<file path="src/rtl/edge_pkg.sv">
// rtl/edge_pkg.sv - shared types and defaults for the edge frame sequencer
package edge_pkg;

  localparam int PIX_W      = 8;
  localparam int MAX_W_DEF  = 50;
  localparam int HBLANK_DEF = 2;

  typedef enum logic [2:0] {
    IDLE,
    LOAD,
    LINE,
    BLANK,
    FLUSH,
    DONE
  } stateT;

endpackage

</file>
<file path="src/rtl/edge_writeback.sv">
// rtl/edge_writeback.sv - captures the returned edge stream into the result memory
module edge_writeback
  import edge_pkg::*;
#(
  parameter int ADDR_W = 16
) (
  input  logic              Clk,
  input  logic              nReset,
  input  logic              Enable,
  input  logic              Clear,
  input  logic [PIX_W-1:0]  EdgePixel,
  input  logic              EdgeFrame,
  input  logic              EdgeLine,
  input  logic [7:0]        Width,
  input  logic [7:0]        Height,
  output logic              WrEn,
  output logic [ADDR_W-1:0] WrAddr,
  output logic [PIX_W-1:0]  WrData,
  output logic              FrameComplete
);

  logic              capActive;
  logic [7:0]        capCol;
  logic [7:0]        lineCnt;
  logic [ADDR_W-1:0] addrCnt;

  logic              capture;
  logic [7:0]        colNow;
  logic [7:0]        lineBase;
  logic [7:0]        lineNow;
  logic [ADDR_W-1:0] addrNow;
  logic              lastCol;

  // A line strobe always opens a fresh capture, even on top of one in flight.
  assign capture  = Enable && (EdgeLine || capActive);
  assign colNow   = EdgeLine ? 8'd0 : capCol;
  assign lineBase = EdgeFrame ? 8'd0 : lineCnt;
  assign lineNow  = EdgeLine ? lineBase + 8'd1 : lineBase;
  assign addrNow  = EdgeFrame ? '0 : addrCnt;
  assign lastCol  = (colNow == Width - 8'd1);

  always_ff @(posedge Clk or negedge nReset) begin
    if (!nReset) begin
      capActive     <= 1'b0;
      capCol        <= 8'd0;
      lineCnt       <= 8'd0;
      addrCnt       <= '0;
      WrEn          <= 1'b0;
      WrAddr        <= '0;
      WrData        <= '0;
      FrameComplete <= 1'b0;
    end else if (Clear) begin
      capActive     <= 1'b0;
      capCol        <= 8'd0;
      lineCnt       <= 8'd0;
      addrCnt       <= '0;
      WrEn          <= 1'b0;
      FrameComplete <= 1'b0;
    end else if (!Enable) begin
      capActive <= 1'b0;
      WrEn      <= 1'b0;
    end else begin
      WrEn <= capture;
      if (capture) begin
        WrData    <= EdgePixel;
        WrAddr    <= addrNow;
        addrCnt   <= addrNow + ADDR_W'(1);
        lineCnt   <= lineNow;
        capCol    <= colNow + 8'd1;
        capActive <= !lastCol;
        if (lastCol && (lineNow == Height)) begin
          FrameComplete <= 1'b1;
        end
      end else if (EdgeFrame) begin
        addrCnt <= '0;
        lineCnt <= 8'd0;
      end
    end
  end

endmodule

</file>
<file path="src/rtl/edge_frame_ctrl.sv">
// rtl/edge_frame_ctrl.sv - frame sequencer feeding the edge stage and collecting its output
module edge_frame_ctrl
  import edge_pkg::*;
#(
  parameter int ADDR_W = 16,
  parameter int MAX_W  = MAX_W_DEF,
  parameter int HBLANK = HBLANK_DEF
) (
  input  logic              Clk,
  input  logic              nReset,
  input  logic              Start,
  input  logic [7:0]        Width,
  input  logic [7:0]        Height,
  output logic              Busy,
  output logic              Done,
  output logic              Error,
  output logic              RdEn,
  output logic [ADDR_W-1:0] RdAddr,
  input  logic [PIX_W-1:0]  RdData,
  output logic [PIX_W-1:0]  PixelOut,
  output logic              FrameOut,
  output logic              LineOut,
  output logic [7:0]        StrideOut,
  input  logic [PIX_W-1:0]  EdgePixel,
  input  logic              EdgeFrame,
  input  logic              EdgeLine,
  output logic              WrEn,
  output logic [ADDR_W-1:0] WrAddr,
  output logic [PIX_W-1:0]  WrData
);

  localparam logic [3:0] BLANK_LAST = 4'(HBLANK - 1);
  localparam logic [8:0] MAX_STRIDE = 9'(MAX_W);

  stateT      state;
  logic [7:0] widthQ;
  logic [7:0] heightQ;
  logic [7:0] colCnt;
  logic [7:0] lineCnt;
  logic [3:0] blankCnt;
  logic       rdEnD;
  logic       frameComplete;

  logic [8:0] startStride;
  logic       startOk;

  assign startStride = {1'b0, Width} + 9'(HBLANK);
  assign startOk     = (Width != 8'd0) && (Height != 8'd0) && (startStride <= MAX_STRIDE);

  // Memory data arrives a cycle after the strobe, so the pixel path is gated by the delayed strobe.
  assign PixelOut = rdEnD ? RdData : '0;

  always_ff @(posedge Clk or negedge nReset) begin
    if (!nReset) begin
      state     <= IDLE;
      widthQ    <= 8'd0;
      heightQ   <= 8'd0;
      colCnt    <= 8'd0;
      lineCnt   <= 8'd0;
      blankCnt  <= 4'd0;
      rdEnD     <= 1'b0;
      Busy      <= 1'b0;
      Done      <= 1'b0;
      Error     <= 1'b0;
      RdEn      <= 1'b0;
      RdAddr    <= '0;
      FrameOut  <= 1'b0;
      LineOut   <= 1'b0;
      StrideOut <= 8'd0;
    end else begin
      Error    <= 1'b0;
      Done     <= 1'b0;
      rdEnD    <= RdEn;
      FrameOut <= RdEn && (colCnt == 8'd0) && (lineCnt == 8'd0);
      LineOut  <= RdEn && (colCnt == 8'd0);
      case (state)
        IDLE: begin
          if (Start) begin
            if (startOk) begin
              widthQ  <= Width;
              heightQ <= Height;
              Busy    <= 1'b1;
              state   <= LOAD;
            end else begin
              Error <= 1'b1;
            end
          end
        end
        LOAD: begin
          StrideOut <= widthQ + 8'(HBLANK);
          RdAddr    <= '0;
          colCnt    <= 8'd0;
          lineCnt   <= 8'd0;
          blankCnt  <= 4'd0;
          RdEn      <= 1'b1;
          state     <= LINE;
        end
        LINE: begin
          RdAddr <= RdAddr + ADDR_W'(1);
          if (colCnt == widthQ - 8'd1) begin
            RdEn     <= 1'b0;
            colCnt   <= 8'd0;
            blankCnt <= 4'd0;
            lineCnt  <= lineCnt + 8'd1;
            state    <= BLANK;
          end else begin
            colCnt <= colCnt + 8'd1;
          end
        end
        BLANK: begin
          if (blankCnt == BLANK_LAST) begin
            if (lineCnt == heightQ) begin
              state <= FLUSH;
            end else begin
              RdEn  <= 1'b1;
              state <= LINE;
            end
          end else begin
            blankCnt <= blankCnt + 4'd1;
          end
        end
        FLUSH: begin
          if (frameComplete) begin
            Done  <= 1'b1;
            state <= DONE;
          end
        end
        DONE: begin
          Busy  <= 1'b0;
          state <= IDLE;
        end
        default: state <= IDLE;
      endcase
    end
  end

  edge_writeback #(
    .ADDR_W(ADDR_W)
  ) uWriteback (
    .Clk          (Clk),
    .nReset       (nReset),
    .Enable       (state != IDLE),
    .Clear        (state == LOAD),
    .EdgePixel    (EdgePixel),
    .EdgeFrame    (EdgeFrame),
    .EdgeLine     (EdgeLine),
    .Width        (widthQ),
    .Height       (heightQ),
    .WrEn         (WrEn),
    .WrAddr       (WrAddr),
    .WrData       (WrData),
    .FrameComplete(frameComplete)
  );

endmodule
</file>
<file path="config.mk">
export PLATFORM = sky130hd
export DESIGN_NAME = edge_frame_ctrl
export DESIGN_NICKNAME = d
export VERILOG_FILES = /design/src/rtl/edge_pkg.sv /design/src/rtl/edge_writeback.sv /design/src/rtl/edge_frame_ctrl.sv
export SDC_FILE = /design/constraint.sdc
export NUM_CORES = 1
export LEC_CHECK = 0
export CORE_MARGIN = 4
export CORE_UTILIZATION = 30
export CTS_CLUSTER_DIAMETER = 200
export CTS_CLUSTER_SIZE = 14
export DETAILED_ROUTE_END_ITERATION = 6
export RECOVER_POWER = 100
export SYNTH_ARGS = -nofsm -noshare
export SYNTH_HDL_FRONTEND = slang
export SYNTH_HIERARCHICAL = 1
export SYNTH_SLANG_ARGS = --single-unit
export TNS_END_PERCENT = 30
</file>
<file path="constraint.sdc">
create_clock -name Clk -period 2.4 [get_ports Clk]
set_input_delay 0.48 -clock Clk [delete_from_list [all_inputs] [get_ports Clk]]
set_output_delay 0.48 -clock Clk [all_outputs]
set_load 0.01 [all_outputs]
</file>
# Word-level counts from Yosys, hierarchy flattened
# Cells that the tools add are included.
totals:
  inputBits: 37
  reg_bits: 129
  wordCells: 132
  output_inout_bits: 63
classes:
  n_bitwise: 1
  reduce_logical: 29
  mux: 50
  add_sub_neg: 10
  eq_ne: 18
  magnitude_cmp: 1
op_table:
  columns: ["cell", "count"]
  rows:
  - ["$mux 8", 12]
  - ["$mux 16", 4]
  - ["$add 16x1->16 const B", 2]
  - ["$add 8x1->8 const B", 4]
  - ["$eq 8x8->1", 4]
  - ["$pmux 16 s2", 1]
  - ["$pmux 8 s2", 2]
  - ["$mux 1", 19]
  - ["$mux 3", 6]
  - ["$logic_not 8->1", 2]
  - ["$reduce_bool 8->1", 2]
  - ["$pmux 3 s5", 1]
  - ["$reduce_and 3->1", 5]
  - ["$ne 2x2->1 const B", 6]
  - ["$pmux 4 s3", 1]
  - ["$reduce_bool 2->1", 5]
  - ["$add 8x2->9 const B", 1]
  - ["$le 9x6->1 const B", 1]
  - ["$add 8x2->8 const B", 1]
  - ["$mux 4", 2]
  - ["$sub 8x1->8 const B", 1]
  - ["$eq 3x2->1 const B", 2]
  - ["$eq 3x3->1 const B", 2]
  - ["$logic_and 1x1->1", 6]
  - ["15 further kinds", 17]

# Depth between registers and ports, before layout
# Gate-level depths: netlist of run 1.
depth:
  ltp_word: 9
  depth_mapped: 11
  mapped_depth_nobuf: 9

# By module
# The synthesis of run 1 kept the hierarchy.
modules_own_cells:
  columns: ["mod", "n_inst", "seq_area_each_um2", "area_each_um2", "cells_per_inst"]
  rows:
  - ["edge_frame_ctrl", 1, 1751.7, 3813.7, 396]
  - ["edge_writeback", 1, 1476.4, 3502.1, 415]

# Worst setup path before layout of run 1
# Ideal clock, no wire load.
synth_timing:
  path_kind: "register -> register"
  start: "register widthQ[1]"
  end: "register, netlist name lineCnt[6]"
  required_ns: 2.322
  synth_period_minus_slack_ns: 2.466
  setup_ns: 0.078
  slack_ns: -0.066
  path_stages_with_launch: 10
  arrival_ns: 2.388
  n_path_buf: 1
  path_cell_list: "dfrtp_1 -> inv_1 -> ha_1 -> nor4b_4 -> a21o_1 -> a2111o_1 -> a21o_1 -> buf_6 -> or4_1 -> a21oi_1"
synth_rtl:
  columns: ["element", "line", "rtl"]
  rows:
  - ["start: declaration", "edge_frame_ctrl.sv:36", "logic [7:0] widthQ;"]
  - ["start signal: assignment", "edge_frame_ctrl.sv:80", "widthQ <= Width;"]

==> reports/results.ini, run 1 <==
[logic_synthesis]
muxShareOfSynthArea = 0.0469
synth_cells = 811
synthArstFlopShare = 1.00
synthesis.area_sq_um = 7320
yosys.area_share.adder = 0.0239
synth_nets = 862
synthTopCellsByArea = dfrtp_1, nand2_1, xnor2_1, nor2_1, a21oi_1
yosys.area_share.simple = 0.228
synth-edff-count = 0
yosys_warnings = 6
synth_cell_types = 71
yosys.cell_count.top_type = dfrtp_1
ys_seq_elements = 129
synthFlopType = dfrtp_1
ys_seq_area_frac = 0.441
yosysTopAreaCell = dfrtp_1
yosysTopAreaCellShare = 0.441
ys_top_cells_by_count = dfrtp_1, nand2_1, nor2_1
avgSynthCellArea_sq_um = 9.02
synth_top_family_by_area = simple AND/OR/NAND/NOR gates
synth-xor-area-share = 0.0515
synth_compound_area_frac = 0.163

[global_routing]
first_global_vias = 6084
grtUsageMet1 = 0.182
grt.overflow.total = 0
antenna_found_initial = 0
grt.met3_usage = 0.0354
grt_usage = 0.141
grt_max_degree = 130
grt_pass1_wl_um = 30900
met2_usage = 0.231
busiest_layer = met2

[cts]
cts.sinks = 129
htree_levels = 4
clkTransAtPathRegs_ns = 0.06
clk_latency_ns = 0.43
cts_buffers = 17
cts_tree = built
cts_root_buf = clkbuf_16
cts_buffer_depth = 2

[sta]
period_share = 1.02
fin_hold_ws_ns = 0.471
clock.fmax_mhz = 407
drv_slew = 130
fin_skew_ns = 0.0146
final.min_clock_period_ns = 2.46
tightestPinTransition_ns = 1.80
hold_viol_final = 0
fin_ws_ns = -0.0582
rsz0062_at_grt = true
final-setup-viol-count = 2
max_slew_margin = -0.203
setup_tns_ns = -0.0678

[worst_setup_path]
path_max_fanout = 6
criticalPathCategory = register to register
cp.required_ns = 2.69
end_kind = register
worst_setup_path_start_kind = register
worstPathArrival_ns = 2.75

[floorplanning]
dieArea_sq_um = 26900
rows = 56
die_h_um = 164
die_width_um = 164
ios = 100
coreArea_sq_um = 23800
initial_utilization = 0.308

[pwr]
power_density_nw_per_um2 = 991
ir_worst_vdd_mv = 0.568
power_leakage_nw = 4.39

[cells_and_area]
diodes = 0
drive_gt1_frac = 0.151
area_delta_synth_final_pct = 34.8
num-fill-cells = 2334
nNetsFinal = 1019
final_core_util = 0.415

[placement]
gp_congestion = 0.801
port_buffers = 99
place_hpwl_um = 13300

[drt]
viasPerCell = 4.93
num_vias = 6414
ant_nets = 0
drc_errors = 0
drt_iter0_drc = 352
wl_per_cell_um = 14.6
drt_pre_antenna_iters = 5
drt_wl_total_um = 19000

[hold_path]
hold_class = register to register

[run_status]
status = complete, but fails checks
violations = max-capacitance violations, max-slew violations, negative setup slack

[run]
drv_cap = 1

==> critical path: stages (launching register included) <==
cell and delay, ns:
dfrtp_1 0.41, buf_6 0.15, nor4b_4 0.33, nand3_1 0.12, a2111o_1 0.47, a21o_4 0.26
buf_6 0.14, o31ai_1 0.33, a21oi_2 0.11
==> logic make-up after synthesis <==
logic type | count (synthesis)
and+or+nand+nor | 327
AOI/OAI and AO/OA | 188
DFF | 129
buffers and inverters | 78
xor gates and xnor gates | 43
muxes | 32
adders and majority gates | 14
==> layout by cell type (no fill, tap or decap), types with 22 or more instances in the layout <==
cell / n
o21ai_0: 38
nand2_1: 93
dfrtp_1: 127
buf_4: 63
nand3_1: 33
o21ai_1: 22
nor2_1: 62
inv_1: 27
clkdlybuf4s50_1: 34
xnor2_1: 27
a21oi_1: 41
dlygate4sd3_1: 64
==> worst paths after layout <==
kind,from,end,slack (ns),depth (start not counted)
setup / recovery,widthQ[0],lineCnt[6],-0.06,8
hold / removal,uWriteback/WrData[2],uWriteback/WrData[2],0.47,2
setup reg to reg,widthQ[0],lineCnt[6],-0.06,8
hold reg to reg,uWriteback/WrData[2],uWriteback/WrData[2],0.47,2
max in group asynchronous,nReset,widthQ[1],0.57,2
min in group asynchronous,nReset,RdAddr[11],0.64,2
==> per-stage QoR <==
stage / power (mW) / setup WS (ns) / std cells / area [sq um]
floorplan: 5.46 / 0.00999 / 811 / 7320
global placement: 6.94 / -0.235 / 1261 / 9110
detailed placement: 7.00 / -0.265 / 1261 / 9110
CTS: 9.85 / 0.00499 / 1293 / 9750
global route: 10.4 / -0.117 / 1300 / 9860
finish: 9.77 / -0.0582 / 1300 / 9860
==> layout make-up <==
cell class,count,area [sq um],share of cell area
multi-input cells,604,3860,0.391
inverters,31,116,0.0118
flip-flops and latches,129,3230,0.328
clock inverters,15,196,0.0199
repair buffers,185,1640,0.166
well taps,319,399,0.0405
clock buffers,17,425,0.0431
==> registers in the layout, indices dropped and copies added (netlist names), 3 cells and up <==
register / count
lineCnt: 8
uWriteback/WrData: 8
uWriteback/addrCnt: 16
uWriteback/lineCnt: 8
colCnt: 8
uWriteback/capCol: 8
heightQ: 8
state: 3
uWriteback/WrAddr: 16
RdAddr: 16
widthQ: 8
StrideOut: 8
blankCnt: 4
==> metal layers <==
metal | wire [um] | share of wire
met4 | 193 | 0.010
met5 | 0 | 0
met1 | 8700 | 0.46
met2 | 9290 | 0.49
met3 | 804 | 0.042
==> timing repair <==
item,CTS,global route
hold endpoints to repair,0,0
gates resized for setup,4,25
endpoints found under the setup margin,4,7
cloned,0,1
hold buffers,0,0
buffers inserted,0,6
pin swaps,3,16
==> report_power, final <==
group	internal, mW	total [mW]	switching, mW	leakage, nW
registers	2.66	3.21	0.549	1.70
logic	1.84	3.80	1.96	2.39
clock network	1.67	2.76	1.09	0.295
Note: power is estimated with default switching activity, not from simulation.
==> inputs of run 2 (changes only) <==
Settings changed: GPL_ROUTABILITY_DRIVEN set to 0.
==> results of run 2 <==
No change in the layout: final DEF, timing and power equal those of run 1.
==> inputs of run 3 (changes only) <==
--- a/constraint.sdc
+++ b/constraint.sdc
@@ -3,2 +3,2 @@
 set_output_delay 0.48 -clock Clk [all_outputs]
-set_load 0.01 [all_outputs]
+set_load 0.1 [all_outputs]
==> reports/results.ini, run 3 (same netlist as run 1, synthesis figures left out) <==
[run_status]
status = complete, but fails checks
violations = max-capacitance violations, max-slew violations

[cts]
cts_buffer_depth = 2  ; unchanged
cts_hold_buf = 0  ; unchanged
cts_buffers = 17  ; unchanged
cts.sinks = 129  ; unchanged
htree_levels = 4  ; unchanged
cts_root_buf = clkbuf_16
cts_tree = built
clkTransAtPathRegs_ns = 0.07  ; about the same
clk_latency_ns = 0.43  ; about the same

[run]
drv_cap = 1  ; unchanged

[worst_setup_path]
criticalPathCategory = register to register
rr_worst_depth = 7  ; -1
path_cells = buf_4 > nor4b_4 > nand3_1 > a2111o_1 > a21o_4 > or4_4 > a21oi_2
rrSetupSlack_ns = 0.02  ; +0.08 ns
crit_buf_inv = 1  ; -1
path_max_fanout = 8  ; +2
worst_setup_path_start_kind = register
reg2reg_to = lineCnt[6]
critical-path-top-delay-family = simple AND/OR/NAND/NOR gates
end_kind = register
cp.required_ns = 2.75  ; +0.06 ns
r2r-start = widthQ[0]
cpMaxStageDelayCell = or4_4
crit_path_max_incr_delay_ns = 0.49  ; +0.02 ns
worstPathArrival_ns = 2.73  ; -0.02 ns

[hold_path]
hold_class = register to register
hold_path_depth = 2  ; unchanged
holdCritStartpoint = uWriteback/WrData[2]
min_to = uWriteback/WrData[2]

[drt]
drc_errors = 0  ; unchanged
num_vias = 6422  ; +0.12%
ant_nets = 0  ; unchanged
drt_wl_total_um = 19000  ; about the same
drt_pre_antenna_iters = 5  ; unchanged
drt_iter0_drc = 386  ; +9.7%
wl_per_cell_um = 14.7  ; +0.65%
viasPerCell = 4.97  ; +0.82%

[global_routing]
grt_pass1_wl_um = 31500  ; +2.1%
grt_usage = 0.144  ; +0.00351
first_global_vias = 6250  ; +2.7%
antenna_found_initial = 0  ; unchanged
grt_max_degree = 72  ; -45%
grt.overflow.total = 0  ; unchanged

[floorplanning]
ios = 100  ; unchanged
initial_utilization = 0.308  ; unchanged
die_h_um = 164  ; unchanged
dieArea_sq_um = 26900  ; unchanged
rows = 56  ; unchanged
die_width_um = 164  ; unchanged
coreArea_sq_um = 23800  ; unchanged

[pwr]
p_switching_mw = 5.31  ; +47%
power_leakage_nw = 4.28  ; -2.4%
ir_worst_vdd_mv = 0.975  ; +72%
intPower_mw = 5.73  ; -7.0%
power.total_mw = 11.0  ; +13%
power_density_nw_per_um2 = 1160  ; +17%
switching_share = 0.481  ; +0.112
pwr-share-seq = 0.291  ; -0.037
p_clk_frac = 0.235  ; -0.047
power_frac_comb = 0.474  ; +0.085

[cells_and_area]
mostFrequentLayoutCells = dfrtp_1, nand2_1, nor2_1, clkbuf_2, buf_4
stdcell_count = 1291  ; -0.69%
drive_gt1_frac = 0.207  ; +0.0559
num-fill-cells = 2384  ; +2.1%
final_common_cell = dfrtp_1
reg_top3 = RdAddr x16, uWriteback/WrAddr x16, uWriteback/addrCnt x16
area_delta_synth_final_pct = 29.6
design_area_sq_um = 9480  ; -3.8%
nNetsFinal = 1010  ; -0.88%
final_core_util = 0.399  ; -0.0160
diodes = 0  ; unchanged

[placement]
place_hpwl_um = 13500  ; +1.6%
placed_cells = 1257  ; -0.32%
dp_slack_ns = -0.251  ; +0.0143 ns
port_buffers = 99  ; unchanged
place_area_sq_um = 9050  ; -0.69%

[sta]
fin_ws_ns = 0.0210  ; +0.0792 ns
rsz0062_at_grt = true
period_share = 0.991  ; -0.0330
fin_skew_ns = 0.0156  ; +0.00100 ns
final-setup-viol-count = 0  ; -2
final.min_clock_period_ns = 2.38  ; -0.0792 ns
hold_viol_final = 0  ; unchanged
drv_slew = 72  ; -45%
clock.fmax_mhz = 420  ; +3.3%
max_slew_margin = -0.206  ; -0.00334
tightestPinTransition_ns = 1.81  ; +0.00501 ns

## run 3: changes by cell type in the layout (fill, tap and decap cells not counted), sizes merged
| cell | previous run | this run |
|---|---|---|
| clkinvlp | 3 | 0 |
| inv | 38 | 42 |
| bufinv | 3 | 0 |
| clkdlybuf4s50 | 34 | 35 |
| dlygate4sd3 | 64 | 0 |
| clkinv | 2 | 4 |
| clkbuf | 36 | 90 |
## run 3: what timing repair did
item | in CTS | in global routing
gates resized for setup | 3 | 14
pin swaps | 2 | 11
endpoints found under the setup margin | 3 | 7
setup buffers | 1 | 1
## run 3: tightest hold or removal path: stages (launching register included)
cell and delay (ns):
dfrtp_1 0.34, nand2_1 0.05, nand2_1 0.05
## run 3: routing by layer
metal | track usage | up-vias | share of wire
met4 | 0.0400 | 0 | 0.011
met1 | 0.188 | 3078 | 0.46
met5 | 0 | - | 0
met3 | 0.0341 | 18 | 0.045
met2 | 0.240 | 146 | 0.48
li1 | - | 3180 | -
## run 3: worst max path at each step
stage / endpoint / cells past startpoint / slack (ns) / start
after floorplan: lineCnt[6] / 9 / 0.01 / widthQ[1]
after global placement: uWriteback/FrameComplete / 7 / -0.24 / EdgeLine
after detailed placement: uWriteback/capActive / 9 / -0.25 / EdgeLine
after CTS: lineCnt[6] / 8 / 0.04 / widthQ[0]
after global routing: lineCnt[6] / 8 / -0.08 / widthQ[2]
final: lineCnt[6] / 7 / 0.02 / widthQ[0]
## run 3: through the flow
step,hold WS [ns],setup TNS (ns)
floorplan,0.184,0
global placement,0.460,-4.13
detailed placement,0.464,-4.62
CTS,0.0592,0
global route,0.504,-0.428
finish,0.472,0
## run 3: layout make-up
class | instances | area, sq um | area share
sequential | 129 | 3230 | 0.341
clock buffer | 17 | 425 | 0.0449
tap | 319 | 399 | 0.0421
multi-input combinational | 604 | 3830 | 0.404
timing repair buffer | 176 | 1320 | 0.139
inverter | 31 | 116 | 0.0123
clock inverter | 15 | 164 | 0.0173
## run 3: power groups by stage
stage               Clock, mW  Sequential, mW  Combinational [mW]
detailed placement          0            3.25                5.37
CTS                      2.66            3.22                5.42
floorplan                   0            4.58                2.47
finish                   2.60            3.21                5.23
global placement            0            3.24                5.32
global route             2.77            3.30                5.68
==> RTL change (config.mk and constraints of run 3) <==
Make the reset (`nReset`) synchronous in 2 clocked blocks.
--- a/src/rtl/edge_writeback.sv
+++ b/src/rtl/edge_writeback.sv
@@ -39,7 +39,7 @@
   assign addrNow  = EdgeFrame ? '0 : addrCnt;
   assign lastCol  = (colNow == Width - 8'd1);
 
-  always_ff @(posedge Clk or negedge nReset) begin
+  always_ff @(posedge Clk) begin
     if (!nReset) begin
       capActive     <= 1'b0;
       capCol        <= 8'd0;
--- a/src/rtl/edge_frame_ctrl.sv
+++ b/src/rtl/edge_frame_ctrl.sv
@@ -50,7 +50,7 @@
   // Memory data arrives a cycle after the strobe, so the pixel path is gated by the delayed strobe.
   assign PixelOut = rdEnD ? RdData : '0;
 
-  always_ff @(posedge Clk or negedge nReset) begin
+  always_ff @(posedge Clk) begin
     if (!nReset) begin
       state     <= IDLE;
       widthQ    <= 8'd0;
Function: differs if nReset is asserted again (counterexample within 4 cycles, from zero or initial values and one cycle with nReset low); with nReset held inactive, the same outputs for 4 cycles.
==> RTL change against run 3 <==
- the run ends with negative setup slack left
- area after synthesis down 6.1%
- hold slack got worse by 0.011 ns
- highest routed layer unchanged
- sequential cell count unchanged
- routed wire length is 1.9% lower
- worst setup slack worse by 0.037 ns
- cell area decreased by 3.9%
Power is not compared: it rests on default switching activity, and its combinational part moved more than twofold at a synthesized area within 25%.
==> RTL change: results (changes against run 3) <==
met3 Track Usage GR 2.51% (-0.90 points); wire length on met2 8.62 mm (-6.0%); Layout Cells excl Fill 1323 (+2.5%); Top FF cell, synth dfxtp_1; ranking of synthesized cells by area dfxtp_1 (38%), nand2_1 (6.0%), nor2_1 (5.5%); clk_buf instances 19 (+2); DR iter-0 viols 358 (-7.3%); Seq/total area 28.5% (-5.6 points); Filler Cell Count 2332 (-2.2%); Final TNS setup -0.0232 ns (-0.0232 ns); crit path max fanout 6 (-2); vias per cell 4.90 (-1.4%); Fin Hold WS 0.460 ns (-0.0112 ns); vias in the first global route 6150 (-1.6%); # setup viols final 2 (+2); register area share after synthesis 37.6% (-6.5 points); setup ws final -0.0159 ns (-0.0368 ns); first-pass GRT wire length 30.8 mm (-2.4%); inverters 23 (-26%); Final non-clock buffer share 15.8% (+1.9 points); Adder-Cell Fraction of Synth Area 2.55% (+0.16 points); multiplexer area fraction after synthesis 3.28% (-1.4 points); GRT met2 Usage 23.5% (-0.48 points); met1 usage 19.3% (+0.44 points); routed length on met3 599 um (-30%); Hold EP uWriteback/WrAddr[0]$_SDFFE_PN0P_; failing checks negative setup slack; Total Routing Usage GR 14.4% (-0.051 points); DP Area 8770 um2 (-3.1%); status finished with violations; Non-CTS buffers 201 (+14%); Mean Syn Cell Area 8.07 um2 (-11%); hold path startpoint uWriteback/WrAddr[0]$_SDFFE_PN0P_; xor and xnor area share after synthesis 7.52% (+2.4 points); Critical Path Slowest Stage Cell or4_1; Critical path origin widthQ[3]$_SDFFE_PN0P_; multi-input combinational area share 44.5% (+4.1 points); Post-synth top cells dfxtp_1 (129), nand2_1 (110), nor2_1 (101), xnor2_1 (43), clkbuf_1 (41); multi-input gate count 653 (+8.1%); fraction of registers with async set/reset 0% (-100 points); Multi-input gate area 4060 um2 (+5.9%); hpwl dp 13.7 mm (+1.0%)
==> RTL change: changes by cell type in the layout (fill, tap and decap cells not counted), moves of 14 or more <==
| cell | run 3 | this run |
|---|---|---|
| dfxtp_1 | 0 | 118 |
| nand2_1 | 93 | 110 |
| mux2_1 | 15 | 1 |
| xnor2_1 | 27 | 43 |
| a21boi_0 | 4 | 24 |
| buf_4 | 61 | 87 |
| nor2_1 | 62 | 101 |
| a211oi_1 | 0 | 14 |
| dfrtp_1 | 127 | 0 |
| o21ai_0 | 40 | 22 |
==> RTL change: power breakdown <==
| part | internal, mW | total (mW) | leakage [nW] | switching (mW) |
|---|---|---|---|---|
| registers | 2.17 | 2.19 | 1.05 | 0.0236 |
| logic | 0.232 | 0.569 | 2.08 | 0.337 |
| clock network | 1.47 | 2.51 | 0.267 | 1.04 |
==> RTL change: what timing repair did <==
item / CTS / global route
endpoints found under the setup margin: 3 / 20
buffers inserted: 0 / 2
gates cloned: 0 / 1
pin swaps: 3 / 5
resized for setup: 3 / 11
hold buffers: 0 / 0
